[src/rtl/alu_mc_if.sv]
// alu_mc_if: request/response bundle for the alu_mc ALU.
// The slave modport is the ALU side and the master modport is the requester side.
interface alu_mc_if #(
   parameter int WIDTH = 32
);
   logic             in_valid;
   logic             in_ready;
   logic [3:0]       op;
   logic [WIDTH-1:0] op1;
   logic [WIDTH-1:0] op2;
   logic             out_valid;
   logic             out_ready;
   logic [WIDTH-1:0] result;
   logic             busy;

   modport slave (
      input  in_valid, op, op1, op2, out_ready,
      output in_ready, out_valid, result, busy
   );

   modport master (
      output in_valid, op, op1, op2, out_ready,
      input  in_ready, out_valid, result, busy
   );
endinterface

[src/rtl/alu_mc.sv]
// alu_mc: valid/ready ALU with a registered result.
// All operations except MUL complete in one cycle. MUL is a WIDTH-cycle
// shift-add iteration that is present only when ALU_MC_MUL_EN is defined.
// Without ALU_MC_MUL_EN, opcode 10 behaves as ADD, busy stays low and
// the EXEC state is never entered.
module alu_mc #(
   parameter int WIDTH = 32
) (
   input logic     clk,
   input logic     rst_n,
   alu_mc_if.slave bus
);
   localparam int SHW = $clog2(WIDTH);

   localparam logic [1:0] ST_IDLE = 2'd0;
   localparam logic [1:0] ST_EXEC = 2'd1;
   localparam logic [1:0] ST_DONE = 2'd2;

   localparam logic [3:0] OP_ADD  = 4'd0;
   localparam logic [3:0] OP_SUB  = 4'd1;
   localparam logic [3:0] OP_AND  = 4'd2;
   localparam logic [3:0] OP_OR   = 4'd3;
   localparam logic [3:0] OP_XOR  = 4'd4;
   localparam logic [3:0] OP_SLL  = 4'd5;
   localparam logic [3:0] OP_SRL  = 4'd6;
   localparam logic [3:0] OP_SRA  = 4'd7;
   localparam logic [3:0] OP_SLT  = 4'd8;
   localparam logic [3:0] OP_SLTU = 4'd9;
   localparam logic [3:0] OP_MUL  = 4'd10;

   // Single-cycle operations; MUL and the unused codes fall back to ADD.
   function automatic logic [WIDTH-1:0] alu_f(
      input logic [3:0]       f_op,
      input logic [WIDTH-1:0] a,
      input logic [WIDTH-1:0] b
   );
      logic [SHW-1:0] shamt;
      shamt = b[SHW-1:0];
      case (f_op)
         OP_ADD:  alu_f = a + b;
         OP_SUB:  alu_f = a - b;
         OP_AND:  alu_f = a & b;
         OP_OR:   alu_f = a | b;
         OP_XOR:  alu_f = a ^ b;
         OP_SLL:  alu_f = a << shamt;
         OP_SRL:  alu_f = a >> shamt;
         OP_SRA:  alu_f = $unsigned($signed(a) >>> shamt);
         OP_SLT:  alu_f = {{(WIDTH-1){1'b0}}, ($signed(a) < $signed(b))};
         OP_SLTU: alu_f = {{(WIDTH-1){1'b0}}, (a < b)};
         default: alu_f = a + b;
      endcase
   endfunction

   logic [1:0]       state_q,     state_d;
   logic [WIDTH-1:0] result_q,    result_d;
   logic             out_valid_q, out_valid_d;
   logic             in_ready_s;
   logic             accept_s;

`ifdef ALU_MC_MUL_EN
   localparam logic [SHW-1:0] CNT_ZERO = {SHW{1'b0}};
   localparam logic [SHW-1:0] CNT_ONE  = {{(SHW-1){1'b0}}, 1'b1};
   localparam logic [SHW-1:0] CNT_LAST = {SHW{1'b1}};

   logic             busy_q,   busy_d;
   logic [SHW-1:0]   cnt_q,    cnt_d;
   logic [WIDTH-1:0] acc_q,    acc_d;
   logic [WIDTH-1:0] mcand_q,  mcand_d;
   logic [WIDTH-1:0] mplier_q, mplier_d;
`endif

   // A new operation may enter from IDLE, or from DONE while the result is consumed.
   always_comb begin
      if (state_q == ST_IDLE) begin
         in_ready_s = 1'b1;
      end else if (state_q == ST_DONE) begin
         in_ready_s = bus.out_ready;
      end else begin
         in_ready_s = 1'b0;
      end
      accept_s = bus.in_valid & in_ready_s;
   end

   // Next-state logic for the FSM, result register and multiplier datapath.
   always_comb begin
      state_d     = state_q;
      result_d    = result_q;
      out_valid_d = out_valid_q;
`ifdef ALU_MC_MUL_EN
      busy_d      = busy_q;
      cnt_d       = cnt_q;
      acc_d       = acc_q;
      mcand_d     = mcand_q;
      mplier_d    = mplier_q;
`endif
      case (state_q)
         ST_IDLE, ST_DONE: begin
            if (accept_s) begin
`ifdef ALU_MC_MUL_EN
               if (bus.op == OP_MUL) begin
                  state_d     = ST_EXEC;
                  out_valid_d = 1'b0;
                  busy_d      = 1'b1;
                  cnt_d       = CNT_ZERO;
                  acc_d       = {WIDTH{1'b0}};
                  mcand_d     = bus.op1;
                  mplier_d    = bus.op2;
               end else begin
                  state_d     = ST_DONE;
                  result_d    = alu_f(bus.op, bus.op1, bus.op2);
                  out_valid_d = 1'b1;
               end
`else
               state_d     = ST_DONE;
               result_d    = alu_f(bus.op, bus.op1, bus.op2);
               out_valid_d = 1'b1;
`endif
            end else if ((state_q == ST_DONE) && bus.out_ready) begin
               state_d     = ST_IDLE;
               out_valid_d = 1'b0;
            end else begin
               state_d = state_q;
            end
         end
         ST_EXEC: begin
`ifdef ALU_MC_MUL_EN
            // One multiplier bit per cycle, LSB first.
            if (mplier_q[0]) begin
               acc_d = acc_q + mcand_q;
            end else begin
               acc_d = acc_q;
            end
            mcand_d  = {mcand_q[WIDTH-2:0], 1'b0};
            mplier_d = {1'b0, mplier_q[WIDTH-1:1]};
            if (cnt_q == CNT_LAST) begin
               state_d     = ST_DONE;
               result_d    = acc_d;
               out_valid_d = 1'b1;
               busy_d      = 1'b0;
               cnt_d       = CNT_ZERO;
            end else begin
               cnt_d = cnt_q + CNT_ONE;
            end
`else
            state_d     = ST_IDLE;
            out_valid_d = 1'b0;
`endif
         end
         default: begin
            state_d     = ST_IDLE;
            out_valid_d = 1'b0;
         end
      endcase
   end

   // State and datapath registers with asynchronous clear.
   always_ff @(posedge clk or negedge rst_n) begin
      if (!rst_n) begin
         state_q     <= ST_IDLE;
         result_q    <= {WIDTH{1'b0}};
         out_valid_q <= 1'b0;
`ifdef ALU_MC_MUL_EN
         busy_q      <= 1'b0;
         cnt_q       <= {SHW{1'b0}};
         acc_q       <= {WIDTH{1'b0}};
         mcand_q     <= {WIDTH{1'b0}};
         mplier_q    <= {WIDTH{1'b0}};
`endif
      end else begin
         state_q     <= state_d;
         result_q    <= result_d;
         out_valid_q <= out_valid_d;
`ifdef ALU_MC_MUL_EN
         busy_q      <= busy_d;
         cnt_q       <= cnt_d;
         acc_q       <= acc_d;
         mcand_q     <= mcand_d;
         mplier_q    <= mplier_d;
`endif
      end
   end

   assign bus.in_ready  = in_ready_s;
   assign bus.out_valid = out_valid_q;
   assign bus.result    = result_q;
`ifdef ALU_MC_MUL_EN
   assign bus.busy      = busy_q;
`else
   assign bus.busy      = 1'b0;
`endif

endmodule

[src/flat_wrapper.sv]
// flat-port wrapper written by rule: the top's interface ports become plain ports
module alu_mc_flat 
#(
   parameter int WIDTH = 32
)
  (clk, rst_n, bus_in_valid, bus_op, bus_op1, bus_op2, bus_out_ready, bus_in_ready, bus_out_valid, bus_result, bus_busy);
  alu_mc_if #(.WIDTH(WIDTH)) bus_i ();
  input logic clk;
  input logic rst_n;
  input wire logic [$bits(bus_i.in_valid)-1:0] bus_in_valid;
  input wire logic [$bits(bus_i.op)-1:0] bus_op;
  input wire logic [$bits(bus_i.op1)-1:0] bus_op1;
  input wire logic [$bits(bus_i.op2)-1:0] bus_op2;
  input wire logic [$bits(bus_i.out_ready)-1:0] bus_out_ready;
  output wire logic [$bits(bus_i.in_ready)-1:0] bus_in_ready;
  output wire logic [$bits(bus_i.out_valid)-1:0] bus_out_valid;
  output wire logic [$bits(bus_i.result)-1:0] bus_result;
  output wire logic [$bits(bus_i.busy)-1:0] bus_busy;
  assign bus_i.in_valid = bus_in_valid;
  assign bus_i.op = bus_op;
  assign bus_i.op1 = bus_op1;
  assign bus_i.op2 = bus_op2;
  assign bus_i.out_ready = bus_out_ready;
  assign bus_in_ready = bus_i.in_ready;
  assign bus_out_valid = bus_i.out_valid;
  assign bus_result = bus_i.result;
  assign bus_busy = bus_i.busy;
  alu_mc #(.WIDTH(WIDTH)) u_core (.clk(clk), .rst_n(rst_n), .bus(bus_i));
endmodule
[config.mk]
export PLATFORM = sky130hd
export DESIGN_NAME = alu_mc_flat
export DESIGN_NICKNAME = d
export VERILOG_FILES = /design/src/rtl/alu_mc_if.sv /design/src/rtl/alu_mc.sv /design/src/flat_wrapper.sv
export SDC_FILE = /design/constraint.sdc
export NUM_CORES = 1
export LEC_CHECK = 0
export BUFFER_PORTS_ARGS = -buffer_cell sky130_fd_sc_hd__buf_2
export CAP_MARGIN = 20
export CORE_MARGIN = 3
export CORE_UTILIZATION = 39
export CTS_CLUSTER_SIZE = 16
export DETAILED_ROUTE_END_ITERATION = 7
export MAX_ROUTING_LAYER = met4
export SYNTH_ARGS = -nofsm -noshare
export SYNTH_HDL_FRONTEND = slang
export SYNTH_SLANG_ARGS = --single-unit
[constraint.sdc]
create_clock -name clk -period 2.4 [get_ports clk]
set_clock_uncertainty 0.05 [all_clocks]
set_input_delay 0.24 -clock clk [delete_from_list [all_inputs] [get_ports clk]]
set_output_delay 0.24 -clock clk [all_outputs]
set_load 0.01 [all_outputs]
# --- Word level (Yosys, flattened, before mapping) ---
# Index checks and enable logic that the tools add are counted.
word_totals:
  ff_bits: 35
  in_bits: 72
  out_inout_bits: 35
  elab_cells: 38
op_classes:
  n_addsub: 2
  order_cmp: 2
  eq_ne: 11
  n_shift: 3
  muxes: 9
  bitwise: 4
  reduce_logical: 4
op_table:
  columns: ["op", "n"]
  rows:
  - ["$pmux W32 S9", 1]
  - ["$lt A32 B32 Y1", 2]
  - ["$add A32 B32 Y32", 1]
  - ["$and A32 B32 Y32", 1]
  - ["$or A32 B32 Y32", 1]
  - ["$shl A32 B5 Y32", 1]
  - ["$shr A32 B5 Y32", 1]
  - ["$sshr A32 B5 Y32", 1]
  - ["$sub A32 B32 Y32", 1]
  - ["$xor A32 B32 Y32", 1]
  - ["$eq A4 B3 Y1 const B", 4]
  - ["$eq A4 B2 Y1 const B", 2]
  - ["$eq A4 B4 Y1 const B", 2]
  - ["$mux W2", 3]
  - ["$mux W1", 5]
  - ["$eq A4 B1 Y1 const B", 1]
  - ["$ne A3 B1 Y1 const B", 1]
  - ["$eq A2 B2 Y1 const B", 1]
  - ["$logic_not A2 Y1", 1]
  - ["$reduce_and A2 Y1", 1]
  - ["$reduce_or A2 Y1", 1]
  - ["$and A1 B1 Y1", 1]
  - ["$logic_and A1 B1 Y1", 1]

# --- Logic depth before layout (Yosys ltp) ---
depth:
  ltp_word: 6
  depth_mapped: 15
  depth_no_buf: 12

# --- Least setup slack after synthesis ---
# Ideal clock, no wire load.
synth_path:
  kind: "input-to-reg"
  start: "input bus_op2[3]"
  end: "register u_core.result_q[26] (netlist: u_core.bus.result[26])"
  setup_time_ns: 0.095
  arrival_time_ns: 3.329
  t_required_ns: 2.255
  slack_ns: -1.074
  cell_stages: 15
  path_buffers: 4
  path_cell_list: "clkbuf_1 inv_2 buf_1 clkbuf_1 ha_1 buf_2 nor4_1 a2111oi_2 o211ai_2 a211oi_1 o21ai_2 a21oi_1 or4_1 a31o_2 o31ai_1"
synth_between:
  elab_chain_cells: 2
  elab_cells_between_ends: 6
  classes_between: "add/sub: 2; shift: 3; mux: 1"
synth_lines:
  columns: ["element", "line", "text"]
  rows:
  - ["start: declaration", "flat_wrapper.sv:13", "input wire logic [$bits(bus_i.op2)-1:0] bus_op2;"]
  - ["$add A32 B32 Y32, or another cell as far along", "alu_mc.sv:40, alu_mc.sv:50", null]
  - ["$pmux W32 S9 (*)", "alu_mc.sv:39", "case (f_op)"]
  - ["end signal: assignment", "alu_mc.sv:160", "result_q <= {WIDTH{1'b0}};"]
  - ["end signal: assignment", "alu_mc.sv:171", "result_q <= result_d;"]
  - ["end: declaration", "alu_mc.sv:55", "logic [WIDTH-1:0] result_q, result_d;"]
# Mark *: on every way between the ends. The rest lies on a longest branch, timed or not.
# A chain may end at the register's enable or synchronous reset.

# --- Worst setup path in the final report ---
layout_path:
  start: "input bus_op1[0]"
  end: "register u_core.result_q[22] (netlist: u_core.bus.result[22])"
layout_between:
  elab_chain_cells: 2
  elab_cells_between_ends: 6
  classes_between: "add/sub: 2; shift: 3; mux: 1"
layout_lines:
  columns: ["element", "line", "text"]
  rows:
  - ["start: declaration", "flat_wrapper.sv:12", "input wire logic [$bits(bus_i.op1)-1:0] bus_op1;"]
  - ["$add A32 B32 Y32, or another cell as far along", "alu_mc.sv:40, alu_mc.sv:50", null]
  - ["$pmux W32 S9 (*)", "alu_mc.sv:39", null]
# Marks and branches as above.

==> metrics <==
Post-Route Setup TNS -3.18 ns; Final HPWL DP about 41 mm; min-delay worst type in2async; Post-Synthesis Cells ~1400; H-Tree Depth 2; Pre-Repair DR Iteration Count 6; die extent in x between 150 and 200 um; hold_buf cts 0; Max IR drop VDD approximately 0.29 mV; layout cells sized above 1 44.7%; first-pass GRT wire length 78.1 mm; CTS tree built; Root Buffer clkbuf_16; Diodes inserted 0; Critical Path, Cell by Cell buf_8, inv_4, ha_4, fa_2, o21bai_4, a2111oi_4, buf_4, o211ai_4, buf_6, a2111oi_4, buf_4, o31ai_4, o21ai_2, mux2i_1, nor2_1, o221a_2; Post-Route WL approximately 53 mm; Rows 57; pre-CTS setup slack -0.910 ns; Clock Latency Late Sink between 0.2 and 0.3 ns; grt ovf 0; power density cells around 350 mW/mm2; endpoints failing setup 20; Critical Path Max Stage Delay roughly 0.38 ns; unique cell type count in the Yosys netlist 90; initial antenna violation count 0; Cells after DPL around 2100; worst endpoint required time between 2 and 3 ns; yosys warns 0; crit start category primary input; clock sink count 33; Synth area leader ha_1; largest net degree at the start of global routing 47; Core ar. roughly 0.025 mm2; Leak 7.17 nW; Post-synth EDFFs 0; DR WL/cell around 24 um; status finished with violations; kind of end point of the critical path flip-flop; arrival time worst endpoint approximately 2.8 ns; synth cell count leaders nor2_1 (156), nand2_1 (118), a21oi_1 (115), ha_1 (97), inv_1 (89); post-route setup slack -0.295 ns; Area growth syn-to-layout 58.6%; RSZ-0062 raised after global routing yes; post-synthesis sequential area ratio about 8.3%; TritonCTS buffer count 5; Tot Pwr 0.00547 W; Final Max Tran Viols 0; Die Y between 150 and 200 um; Worst-Margin Slew ~0.95 ns; vias in the first global route 13100; fin nets 2043; final period utilization 112%; Overall Global Routing Usage around 37%; Max Cap Viol 0; Slew headroom between 30% and 40%; Vias 13600; fmax around 0.37 GHz; CTS clk-pin slew, worst paths roughly 0.07 ns; Most used DFF post-synth dfrtp_1; io pins 107; die area around 0.028 mm2; crit path time final between 2 and 3 ns; I/O Buffers ~110; DRC Markers 0; count leader, synth nor2_1; final hold vios 0; GPL Wtd Cong 1.08; Initial Util 40.3%; slowest cell on the critical path a2111oi_4; Synth Cell Area between 0.009 and 0.01 mm2; Max clock buf depth 2; crit-path max FO 3; Synth top area share between 10% and 20%; crit path kind in2reg; register bit total from synthesis 33; Post-Syn Nets 1559; Mean Syn Cell Area about 7.2 um2; routed vias/inst approximately 6.2; Final Non-Filler Cells about 2200; Post-Route Utilization between 60% and 70%; async set-or-reset flop fraction in the synthesized netlist 100%; Post-DRT Antenna Nets 0; violated checks negative setup slack; Initial DRC Count ~1600; top cells by area, synth ha_1 (12%), dfrtp_1 (8.3%), mux2i_1 (8.1%)
-- layer usage --
metal | up-vias | wire [um] | global-route usage (%) | part of all wire (%)
met5 | - | 0 | - | 0
met4 | 0 | 4540 | 25.2 | 8.6
met3 | 200 | 4520 | 4.24 | 8.5
met2 | 864 | 23600 | 56.2 | 45
met1 | 6405 | 20300 | 45.8 | 38
li1 | 6127 | - | - | -
-- state kept, by name, summed over array words and instances (netlist names) --
register,cells
u_core.bus.result,32
u_core.state_q,1
-- worst paths after layout --
kind	startpoint	end	slack, ns	cells past startpoint
worst max register to register	u_core.state_q[1]	u_core.bus.result[22]	-0.17	9
worst min register to register	u_core.bus.result[14]	u_core.bus.result[14]	0.43	2
max in group asynchronous	rst_n	u_core.bus.result[7]	1.67	1
worst min-delay path	rst_n	u_core.bus.result[19]	0.04	1
worst max-delay path	bus_op1[0]	u_core.bus.result[22]	-0.30	16
min in group clk	bus_in_valid	u_core.state_q[1]	0.11	2
-- cells in the final DEF (no fill, tap or decap), types with 13 or more instances in the layout --
cell type	synthesis	routed
a211oi_1	30	24
a21o_1	16	16
a21oi_1	115	99
a21oi_2	2	16
a221oi_1	27	20
a31oi_1	21	19
buf_12	0	13
buf_2	22	91
buf_4	7	442
buf_6	4	32
dfrtp_1	33	33
ha_1	97	76
ha_4	0	19
inv_1	89	68
inv_2	3	14
mux2_2	26	26
mux2i_1	81	63
mux2i_2	0	14
mux4_2	25	25
nand2_1	118	117
nand3_1	27	24
nor2_1	156	151
nor2b_1	17	15
nor3_1	29	23
o211ai_1	21	21
o21ai_0	88	66
o21ai_1	0	14
o22ai_1	15	14
-- final cells by class --
class	count	area, um2
clock buffer	5	125
clock inverter	3	46.3
fill	2119	8910
inverter	93	400
multi-input combinational	1149	9410
sequential	33	826
tap	324	405
timing repair buffer	590	4620
-- metrics by stage --
step | area (um2) | hold slack [ns]
after global placement | 14100 | 0.361
after global routing | 15800 | 0.0967
final | 15800 | 0.0393
after detailed placement | 14100 | 0.380
after CTS | 15000 | 0.0652
after floorplan | 10400 | -0.106
-- repair_timing --
action / CTS / global route
setup buffers: 15 / 30
setup endpoints to repair: 30 / 27
hold endpoints to repair: 0 / 0
cloned: 1 / 1
pin swaps: 51 / 86
gates resized for setup: 140 / 132
-- report_power, final --
part	switching, W	internal [W]
clock	0.000312	0.000493
combinational	0.00209	0.00183
sequential	0.0000748	0.000668
-- critical path: cells and delay by family --
kind                     cells  cell delay (ns)
AND/OR/NAND/NOR              1             0.06
AO/OA/AOI/OAI                7             1.27
buffers and inverters        5             0.70
multiplexers                 1             0.19
adder cells (fa/ha/maj)      2             0.37
-- cell families (layout without fill, tap and decap cells) --
kind of cell,after synthesis,after routing,synth area share [%]
AOI/OAI and AO/OA,477,477,32.9
xor gates and xnor gates,17,17,1.49
adders and majority gates,99,99,12.6
buffers and inverters,206,691,8.61
DFF,33,33,8.27
muxes,132,132,16.7
other,1,1,0.0376
and+or+nand+nor,423,423,19.4
Power figures use the tool's default switching activity.
